<file path="src/rtl/uc_multiciclo.sv">
// Multicycle RISC-V control unit: Moore FSM driving datapath enables
// and mux selects, with halt on unsupported opcode and a retire counter.
module uc_multiciclo #(
  parameter int COUNT_WIDTH = 32
) (
  input  logic                   clock,
  input  logic                   reset,
  input  logic [6:0]             opcode,
  output logic                   wePC,
  output logic                   weIR,
  output logic                   weReg,
  output logic                   weMem,
  output logic                   sinalMux1,
  output logic [1:0]             sinalMux2,
  output logic                   sinalMux4,
  output logic [1:0]             aluop,
  output logic                   jump,
  output logic                   halted,
  output logic [3:0]             state,
  output logic [COUNT_WIDTH-1:0] instr_count
);

  typedef enum logic [3:0] {
    S_FETCH    = 4'd0,
    S_DECODE   = 4'd1,
    S_EXEC_R   = 4'd2,
    S_EXEC_I   = 4'd3,
    S_MEM_ADDR = 4'd4,
    S_MEM_RD   = 4'd5,
    S_MEM_WR   = 4'd6,
    S_WB_ALU   = 4'd7,
    S_WB_MEM   = 4'd8,
    S_BRANCH   = 4'd9,
    S_JUMP     = 4'd10,
    S_HALT     = 4'd15
  } state_t;

  localparam logic [6:0] OP_R    = 7'b0110011;
  localparam logic [6:0] OP_I    = 7'b0010011;
  localparam logic [6:0] OP_LD   = 7'b0000011;
  localparam logic [6:0] OP_ST   = 7'b0100011;
  localparam logic [6:0] OP_BR   = 7'b1100011;
  localparam logic [6:0] OP_JAL  = 7'b1101111;
  localparam logic [6:0] OP_JALR = 7'b1100111;

  state_t     st;
  logic [6:0] op_q;

  always_ff @(posedge clock or posedge reset) begin
    if (reset) begin
      st          <= S_FETCH;
      op_q        <= '0;
      instr_count <= '0;
    end else begin
      // every state with wePC set retires exactly one instruction
      if (wePC)
        instr_count <= instr_count + COUNT_WIDTH'(1);
      unique case (st)
        S_FETCH:  st <= S_DECODE;
        S_DECODE: begin
          op_q <= opcode;
          case (opcode)
            OP_R:          st <= S_EXEC_R;
            OP_I:          st <= S_EXEC_I;
            OP_LD, OP_ST:  st <= S_MEM_ADDR;
            OP_BR:         st <= S_BRANCH;
            OP_JAL,
            OP_JALR:       st <= S_JUMP;
            default:       st <= S_HALT;
          endcase
        end
        S_EXEC_R,
        S_EXEC_I:   st <= S_WB_ALU;
        S_MEM_ADDR: st <= (op_q == OP_LD) ? S_MEM_RD : S_MEM_WR;
        S_MEM_RD:   st <= S_WB_MEM;
        S_WB_ALU,
        S_WB_MEM,
        S_MEM_WR,
        S_BRANCH,
        S_JUMP:     st <= S_FETCH;
        S_HALT:     st <= S_HALT;
        default:    st <= S_HALT;
      endcase
    end
  end

  always_comb begin
    wePC      = 1'b0;
    weIR      = 1'b0;
    weReg     = 1'b0;
    weMem     = 1'b0;
    sinalMux1 = 1'b0;
    sinalMux2 = 2'b00;
    sinalMux4 = 1'b0;
    aluop     = 2'b00;
    jump      = 1'b0;
    halted    = 1'b0;
    // enables drop the instant reset rises, before the state register reacts
    if (!reset) begin
      unique case (st)
        S_FETCH:  weIR = 1'b1;
        S_DECODE: ;
        S_EXEC_R: aluop = 2'b10;
        S_EXEC_I: begin
          aluop     = 2'b10;
          sinalMux1 = 1'b1;
        end
        S_WB_ALU: begin
          aluop     = 2'b10;
          sinalMux1 = (op_q == OP_I);
          weReg     = 1'b1;
          sinalMux2 = 2'b01;
          wePC      = 1'b1;
        end
        S_MEM_ADDR,
        S_MEM_RD: sinalMux1 = 1'b1;
        S_WB_MEM: begin
          sinalMux1 = 1'b1;
          weReg     = 1'b1;
          wePC      = 1'b1;
        end
        S_MEM_WR: begin
          sinalMux1 = 1'b1;
          weMem     = 1'b1;
          wePC      = 1'b1;
        end
        S_BRANCH: begin
          aluop = 2'b01;
          wePC  = 1'b1;
        end
        S_JUMP: begin
          jump      = 1'b1;
          wePC      = 1'b1;
          weReg     = 1'b1;
          sinalMux2 = 2'b10;
          sinalMux1 = 1'b1;
          sinalMux4 = (op_q == OP_JALR);
        end
        S_HALT:  halted = 1'b1;
        default: ;
      endcase
    end
  end

  assign state = st;

endmodule
</file>
<file path="config.mk">
export PLATFORM = sky130hd
export DESIGN_NAME = uc_multiciclo
export DESIGN_NICKNAME = d
export VERILOG_FILES = /design/src/rtl/uc_multiciclo.sv
export SDC_FILE = /design/constraint.sdc
export NUM_CORES = 1
export LEC_CHECK = 0
export BUFFER_PORTS_ARGS = -buffer_cell sky130_fd_sc_hd__buf_2
export CORE_UTILIZATION = 47
export DETAILED_ROUTE_END_ITERATION = 10
export GPL_ROUTABILITY_DRIVEN = 0
export PLACE_DENSITY = 0.76
export SLEW_MARGIN = 20
export SYNTH_ARGS = -nofsm -noshare
export SYNTH_HDL_FRONTEND = slang
export SYNTH_SLANG_ARGS = --single-unit
export TNS_END_PERCENT = 50
</file>
<file path="constraint.sdc">
create_clock -name clock -period 1.7 [get_ports clock]
set_input_delay 0.17 -clock clock [delete_from_list [all_inputs] [get_ports clock]]
set_output_delay 0.17 -clock clock [all_outputs]
set_load 0.01 [all_outputs]
</file>
Word-level counts from Yosys, hierarchy flattened

Index checks and enable logic that the tools add are counted.

Register bits after elaboration: 43
Input bits: 9
Output and inout bits: 48
Word-level logic and storage cells: 56

Add/subtract/negate cells: 1
Eq/ne operators: 21
Muxes and demuxes: 23
Reductions and logical operators: 8

Operators by type and width:

| cell                    | number |
|---|---|
| $add A32 B1 Y32 const B | 1 |
| $eq A7 B7 Y1 const B    | 4 |
| $pmux W4 S6             | 1 |
| $pmux W4 S5             | 1 |
| $eq A4 B3 Y1 const B    | 4 |
| $eq A4 B4 Y1 const B    | 4 |
| $mux W1                 | 15 |
| $eq A7 B2 Y1 const B    | 2 |
| $eq A7 B5 Y1 const B    | 2 |
| $eq A7 B6 Y1 const B    | 2 |
| $eq A4 B2 Y1 const B    | 2 |
| $pmux W2 S2             | 2 |
| $mux W2                 | 3 |
| $reduce_or A2 Y1        | 3 |
| $reduce_or A3 Y1        | 2 |
| $reduce_or A6 Y1        | 1 |
| $reduce_or A5 Y1        | 1 |
| $eq A4 B1 Y1 const B    | 1 |
| $logic_not A4 Y1        | 1 |
| $pmux W1 S2             | 1 |

Depth between registers and ports, before layout

Gate-level depths: netlist of the first run.

Depth in word-level cells: 4
Gate-level depth with buffers: 6
Mapped depth without buffers: 5

Worst setup path after synthesis of the first run

Ideal clock, no wire load.

Path kind: input to register
Start point: input port reset
End point: register instr_count[28]
Setup time: 125 ps
Data arrival time: 2384 ps
Data required time: 1575 ps
Slack: -809 ps
Cell stages on the path: 6
Buffers on the path: 1
Cells stage by stage: buf_2 inv_1 nand4_1 nor3_1 nand4_1 xnor2_1

Word-level cells in the longest chain between the ends: 1

RTL lines:

| what                 | line | source |
|---|---|---|
| from (decl)          | 7    | `input logic reset,` |
| $mux W1              | 99   | `if (!reset) begin` |
| to (signal assigned) | 57   | `instr_count <= instr_count + COUNT_WIDTH'(1);` |
| to (decl)            | 20   | `output logic [COUNT_WIDTH-1:0] instr_count` |

Every way passes these cells.
A chain may end at the register's enable or synchronous reset.

Worst setup path in the final report of the first run

Start point: register op_q[3]
End point: output port sinalMux1

Word-level cells in the longest chain between the ends: 3

RTL lines:

| what                   | line | source |
|---|---|---|
| from (decl)            | 47   | `logic [6:0] op_q;` |
| from (signal assigned) | 61   | `op_q <= opcode;` |
| $eq A7 B5 Y1           | 110  | `sinalMux1 = (op_q == OP_I);` |
| $pmux W1 S2            | 100  | `unique case (st)` |
| $mux W1                | 99   |  |
| to (decl)              | 13   | `output logic sinalMux1,` |

Every way passes these cells.

==> load_flow_metrics.sql, run 1 <==
INSERT INTO impl_metrics (metric_group, metric, value, unit) VALUES
('setup_path', 'cp.required', '1.53', 'ns'),
('floorplan', 'floorplan.die_area', '4933', 'sq um'),
('place', 'post-place-ws', '-0.1064', 'ns'),
('synth', 'synth.avg_cell_area', '10.18', 'sq um'),
('final_layout', 'final_cell_count_no_fill', '359', ''),
('pwr', 'p_sw', '403.1', 'uW'),
('pwr', 'power_density', '579.6', 'nW/um^2'),
('hold_path', 'holdCritStartpoint', 'opcode[0]', ''),
('floorplan', 'floorplan.core_area', '4414', 'sq um'),
('synth', 'synth_seq_cells', '43', ''),
('clocking', 'ctsHtreeMaxLevel', '2', ''),
('setup_path', 'timing.critical_path.from_type', 'flip-flop', ''),
('floorplan', 'rows', '24', ''),
('timing', 'clock.fmax', '495.1', 'MHz'),
('setup_path', 'cpPeakStageDelay', '0.44', 'ns'),
('timing', 'setup-tns-final', '-0.7875', 'ns'),
('grt', 'grt_remaining_overflow', '0', ''),
('routing', 'routed.top_layer', 'met4', ''),
('timing', 'hold_viol', '0', ''),
('pwr', 'internal_power', '1346', 'uW'),
('synth', 'yosys-top-cells-area', 'sky130_fd_sc_hd__dfrtp_1 49%, sky130_fd_sc_hd__xnor2_1 9.6%, sky130_fd_sc_hd__nand3_1 3.9%', ''),
('synth', 'yosys.cell_types.count', '40', ''),
('synth', 'synth-edff-count', '0', ''),
('timing', 'timing_max_transition_violations_final', '0', ''),
('place', 'place_inst', '347', ''),
('setup_path', 'critical_path_class', 'flip-flop to primary output', ''),
('place', 'hpwl', '3690', 'um'),
('setup_path', 'cp_top_family', 'simple AND/OR/NAND/NOR gates', ''),
('pwr', 'max-vdd-ir-drop', '0.4206', 'mV'),
('synth', 'synth.cell_area', '2188', 'sq um'),
('final_layout', 'num_antenna_cells', '0', ''),
('clocking', 'root_buffer', 'sky130_fd_sc_hd__clkbuf_8', ''),
('hold_path', 'hold_path_end', 'op_q[0]', ''),
('final_layout', 'final_cell_mix', '55 x sky130_fd_sc_hd__buf_2, 43 x sky130_fd_sc_hd__dfrtp_1, 30 x sky130_fd_sc_hd__buf_4', ''),
('timing', 'setup_slack', '-0.3196', 'ns'),
('routing', 'met2RoutedLength', '2669', 'um'),
('synth', 'ys_warn_count', '0', ''),
('setup_path', 'ff2ff_setup_slack', '-0.10', 'ns'),
('synth', 'postSynth.topFlopCell', 'sky130_fd_sc_hd__dfrtp_1', ''),
('routing', 'routed_via_density', '5.440', ''),
('clocking', 'cts_inserted_buffers', '5', ''),
('pwr', 'power.share.clock', '35.8', '%'),
('grt', 'maximum_number_of_pins_on_one_net_before_global_route_repair', '44', ''),
('pwr', 'power', '1749', 'uW'),
('timing', 'fin_worst_skew', '0.004945', 'ns'),
('final_layout', 'flow.area_growth_from_synthesis', '37.85', '%'),
('synth', 'synth-seq-area-share', '49.17', '%'),
('timing', 'setup_viol_count_final', '9', ''),
('routing', 'num_vias', '1953', ''),
('setup_path', 'timing.critical_path.buf_inv', '1', ''),
('pwr', 'power.combinational.fraction', '4.9', '%'),
('setup_path', 'r2r.worst_path.cells', '8', ''),
('hold_path', 'timing.hold.worst_path_depth', '2', ''),
('timing', 'grt_setup_unrepaired', 'true', ''),
('routing', 'initialDrtViolationCount', '104', ''),
('routing', 'first_pass_iters', '5', ''),
('pwr', 'seqPwrFrac', '59.3', '%'),
('pwr', 'total_leakage_power', '0.001507', 'uW'),
('routing', 'routed-wl-met3', '185', 'um'),
('routing', 'met1_length', '2432', 'um'),
('setup_path', 'path_cells', 'nand3b_1 > or4_4 > o21ai_2 > mux2i_1 > a211oi_1 > buf_2', ''),
('run_status', 'outcome', 'finished, violations left', ''),
('pwr', 'switching_fraction', '23.05', '%'),
('routing', 'postRouteAntennaNets', '0', ''),
('floorplan', 'dieWidth', '70.24', 'um'),
('grt', 'grt_util_all_layers', '22.69', '%'),
('run_status', 'failed_checks', 'negative setup slack', ''),
('synth', 'postSynth.asyncResetShare', '100.0', '%'),
('setup_path', 'timing.rr.start', 'state[2]', ''),
('timing', 'hold-worst-slack', '0.1271', 'ns'),
('setup_path', 'endpoint_kind', 'primary output', '');
[synthesized netlist by cell type, types with 3 or more instances]
cell type and number:
sky130_fd_sc_hd__and2_1 3, sky130_fd_sc_hd__nand2b_1 3, sky130_fd_sc_hd__and3_1 6, sky130_fd_sc_hd__nor2_1 13, sky130_fd_sc_hd__xor2_1 7, sky130_fd_sc_hd__nor3_1 7, sky130_fd_sc_hd__clkbuf_1 3, sky130_fd_sc_hd__nand3_1 17
sky130_fd_sc_hd__or4_1 3, sky130_fd_sc_hd__xnor2_1 24, sky130_fd_sc_hd__dfrtp_1 43, sky130_fd_sc_hd__inv_1 7, sky130_fd_sc_hd__and4_1 4, sky130_fd_sc_hd__buf_2 3, sky130_fd_sc_hd__nand4_1 13, sky130_fd_sc_hd__o21ai_0 8
sky130_fd_sc_hd__mux2_2 7, sky130_fd_sc_hd__nand2_1 17
[metal layers]
layer / up-vias / global-route usage (%)
met3: 11 / 5.772
met1: 940 / 29.15
li1: 951 / -
met2: 51 / 36.61
met5: - / 0
met4: 0 / 8.889
[how the worst max path moves through the flow]
stage	from	to	cells past startpoint
after global placement	op_q[3]	sinalMux1	6
after CTS	op_q[3]	sinalMux1	6
after floorplan	state[3]	instr_count[9]	6
after detailed placement	op_q[3]	sinalMux1	6
after global routing	op_q[3]	sinalMux1	6
final	op_q[3]	sinalMux1	6
[sequential cells by signal, summed over array words and instances (netlist names)]
signal       flops
state            4
instr_count     32
op_q             7
[metrics by stage]
| step | utilization [%] | instance area (sq um) |
|---|---|---|
| 2_1_floorplan | - | 2227 |
| 3_3_place_gp | 62.70 | 2768 |
| 3_5_place_dp | 62.70 | 2768 |
| 4_1_cts | 66.21 | 2923 |
| 5_1_grt | 68.34 | 3017 |
| 6_report | 68.34 | 3017 |
[cells by family after synthesis]
| group | count (synthesis) | share of synthesized area, % |
|---|---|---|
| compound gates | 19 | 5.832 |
| xor+xnor | 31 | 12.41 |
| fa+ha+maj | 1 | 0.5717 |
| buf+inv | 14 | 2.745 |
| flops | 43 | 49.17 |
| mux | 8 | 4.060 |
| simple gates | 99 | 25.21 |
[timing repair]
item                       in CTS  in global routing
gates resized for setup        11                 21
setup endpoints to repair       9                 32
pin swaps                       6                  7
setup buffers                   4                  1
[power by group through the flow]
stage / clock [uW] / sequential [uW] / combinational, uW
after floorplan: 0 / 1060 / 35.3
after global placement: 0 / 1060 / 82.8
after detailed placement: 0 / 1060 / 84.4
after CTS: 638 / 1040 / 85.4
after global routing: 671 / 1040 / 94.9
final: 627 / 1040 / 84.8
[layout make-up]
class | count | area (sq um) | share of cell area [%]
tap | 52 | 65.06 | 2.157
timing repair buffer | 91 | 576.8 | 19.12
sequential | 43 | 1076 | 35.67
clock inverter | 2 | 12.51 | 0.4148
clock buffer | 6 | 72.57 | 2.406
inverter | 7 | 30.03 | 0.9954
multi-input combinational | 158 | 1184 | 39.24
Power figures use the tool's default switching activity.
==> run 2, diff against run 1 <==
--- a/config.mk
+++ b/config.mk
@@ -6,6 +6,7 @@
 export NUM_CORES = 1
 export LEC_CHECK = 0
 export BUFFER_PORTS_ARGS = -buffer_cell sky130_fd_sc_hd__buf_2
+export CORE_ASPECT_RATIO = 1.4
 export CORE_UTILIZATION = 47
 export DETAILED_ROUTE_END_ITERATION = 10
 export GPL_ROUTABILITY_DRIVEN = 0
==> load_flow_metrics.sql, run 2 (synthesis results as in run 1) <==
INSERT INTO impl_metrics (metric_group, metric, value, unit) VALUES
('floorplan', 'floorplan.core_area', '4499', 'sq um'),
('setup_path', 'endpoint_kind', 'primary output', ''),
('run_status', 'failed_checks', 'negative setup slack', ''),
('routing', 'num_vias', '1977', ''),
('floorplan', 'dieWidth', '59.67', 'um'),
('final_layout', 'flow.area_growth_from_synthesis', '41.97', '%'),
('setup_path', 'crit-reg2reg-capture', 'instr_count[9]', ''),
('floorplan', 'floorplan.die_area', '4937', 'sq um'),
('setup_path', 'critical_path_class', 'flip-flop to primary output', ''),
('timing', 'setup_slack', '-0.2882', 'ns'),
('hold_path', 'timing.hold.worst_path_depth', '2', ''),
('setup_path', 'r2r.worst_path.cells', '6', ''),
('final_layout', 'final_cell_mix', '55 x sky130_fd_sc_hd__buf_2, 43 x sky130_fd_sc_hd__dfrtp_1, 37 x sky130_fd_sc_hd__buf_4', ''),
('clocking', 'cts_hold_repair.buffers', '0', ''),
('clocking', 'tritoncts', 'yes', ''),
('routing', 'drcViolationCount', '0', ''),
('clocking', 'ctsHtreeMaxLevel', '2', ''),
('routing', 'drt-total-wl', '5385', 'um'),
('floorplan', 'rows', '29', ''),
('final_layout', 'num_antenna_cells', '0', ''),
('timing', 'timing.slew.headroom', '64.54', '%'),
('clocking', 'clkLatencyLatePin', '0.29', 'ns'),
('routing', 'initialDrtViolationCount', '113', ''),
('pwr', 'max-vdd-ir-drop', '0.5404', 'mV'),
('floorplan', 'start_util', '48.64', '%'),
('clocking', 'cts_inserted_buffers', '5', ''),
('routing', 'routed_via_density', '5.286', ''),
('setup_path', 'timing.critical_path.from', 'op_q[3]', ''),
('final_layout', 'mostFrequentLayoutCell', 'sky130_fd_sc_hd__buf_2', ''),
('clocking', 'clock_sinks', '43', ''),
('timing', 'setup-tns-final', '-0.5645', 'ns'),
('timing', 'hold_viol', '0', ''),
('floorplan', 'die-height', '82.74', 'um'),
('timing', 'finalWorstPathRequiredPeriod', '1.988', 'ns'),
('place', 'number_of_i_o_port_buffers', '56', ''),
('timing', 'setup_viol_count_final', '8', ''),
('final_layout', 'max_ffs_per_register', '32', ''),
('clocking', 'clkSlewWorstSetupHoldPaths', '0.07', 'ns'),
('pwr', 'total_leakage_power', '0.001561', 'uW'),
('setup_path', 'worstSetupEndpoint', 'sinalMux1', ''),
('setup_path', 'crit_fanout', '2', ''),
('grt', 'grt_remaining_overflow', '0', ''),
('grt', 'grt_first_pass_wirelength', '8238', 'um'),
('routing', 'first_pass_iters', '4', ''),
('timing', 'clock.fmax', '503.0', 'MHz'),
('routing', 'wl_per_cell', '14.40', 'um'),
('grt', 'maximum_number_of_pins_on_one_net_before_global_route_repair', '44', ''),
('grt', 'initial_antenna_violation_count', '0', ''),
('place', 'hpwl', '3875', 'um'),
('run_status', 'outcome', 'finished, violations left', ''),
('timing', 'timing_max_transition_violations_final', '0', ''),
('routing', 'postRouteAntennaNets', '0', ''),
('clocking', 'cts_max_path_buffers', '2', ''),
('final_layout', 'count_of_nets_after_finishing', '321', ''),
('final_layout', 'max_flop_register', 'instr_count', ''),
('setup_path', 'timing.critical_path.arrival', '1.82', 'ns'),
('setup_path', 'ff2ff_setup_slack', '-0.08', 'ns'),
('grt', 'first_global_vias', '1824', ''),
('setup_path', 'timing.rr.start', 'state[2]', ''),
('timing', 'grt_setup_unrepaired', 'true', ''),
('hold_path', 'hold_path.class', 'input port to flip-flop', ''),
('setup_path', 'cp.required', '1.53', 'ns'),
('clocking', 'root_buffer', 'sky130_fd_sc_hd__clkbuf_8', ''),
('timing', 'fin_worst_skew', '0.01021', 'ns'),
('run', 'max_cap_violations', '0', ''),
('final_layout', 'layout-drive-gt1-share', '45.19', '%'),
('setup_path', 'timing.critical_path.from_type', 'flip-flop', ''),
('grt', 'grt_util_all_layers', '22.24', '%'),
('timing', 'period_share', '117.0', '%'),
('pwr', 'power_density', '587.9', 'nW/um^2'),
('place', 'post-place-ws', '-0.1807', 'ns'),
('floorplan', 'design.portCount', '57', ''),
('timing', 'timing_worst_slew_pin_value', '0.5318', 'ns');
==> run 2: worst min path at each step <==
stage / start / end / slack [ns]
global route: opcode[0] / op_q[0] / 0.14
CTS: opcode[0] / op_q[0] / 0.13
floorplan: opcode[4] / op_q[4] / 0.29
detailed placement: opcode[0] / op_q[0] / 0.42
finish: opcode[0] / op_q[0] / 0.13
global placement: opcode[1] / op_q[1] / 0.42
==> run 2: stage by stage <==
stage	util [%]	cell area, sq um	hold slack [ns]	total power [uW]	instances
detailed placement	62.12	2795	0.4247	1142	359
CTS	64.63	2908	0.1251	1832	367
finish	69.05	3107	0.1281	1826	374
floorplan	-	2227	0.2868	1099	215
global placement	62.12	2795	0.4219	1140	359
global route	69.05	3107	0.1357	1887	374
==> run 2: per-layer routing <==
layer,GRT usage [%],vias to the layer above,share of wire (%)
li1,-,963,-
met5,0,-,0
met1,27.83,954,42
met2,36.67,48,52
met4,10.70,0,2.4
met3,4.050,12,3.5
==> run 2: report_power, final <==
part           total [uW]  switching [uW]  internal [uW]  leakage, uW
Clock                 702             331            371    0.0000515
Combinational        86.2            56.1           30.1     0.000951
Sequential           1040            8.00           1030     0.000559
Total                1830             395           1430      0.00156
==> run 2: layout make-up <==
cell class	count	area (sq um)
Fill cell	382	1393
Multi-Input combinational cell	158	1216
Sequential cell	43	1076
Timing Repair Buffer	96	606.8
Clock buffer	8	100.1
Tap cell	62	77.57
Inverter	7	30.03
==> run 2: timing repair <==
item | 4_1_cts | 5_1_grt
gates resized for setup | 4 | 29
pin swaps | 1 | 16
endpoints found under the setup margin | 9 | 20
buffers inserted | 0 | 7
==> run 2: worst max-delay path: stages, from the launching register on <==
cell                       delay [ns]
sky130_fd_sc_hd__dfrtp_1         0.38
sky130_fd_sc_hd__nand3b_1        0.17
sky130_fd_sc_hd__or4_4           0.44
sky130_fd_sc_hd__o21ai_2         0.13
sky130_fd_sc_hd__mux2i_1         0.08
sky130_fd_sc_hd__a211oi_1        0.18
sky130_fd_sc_hd__buf_2           0.16
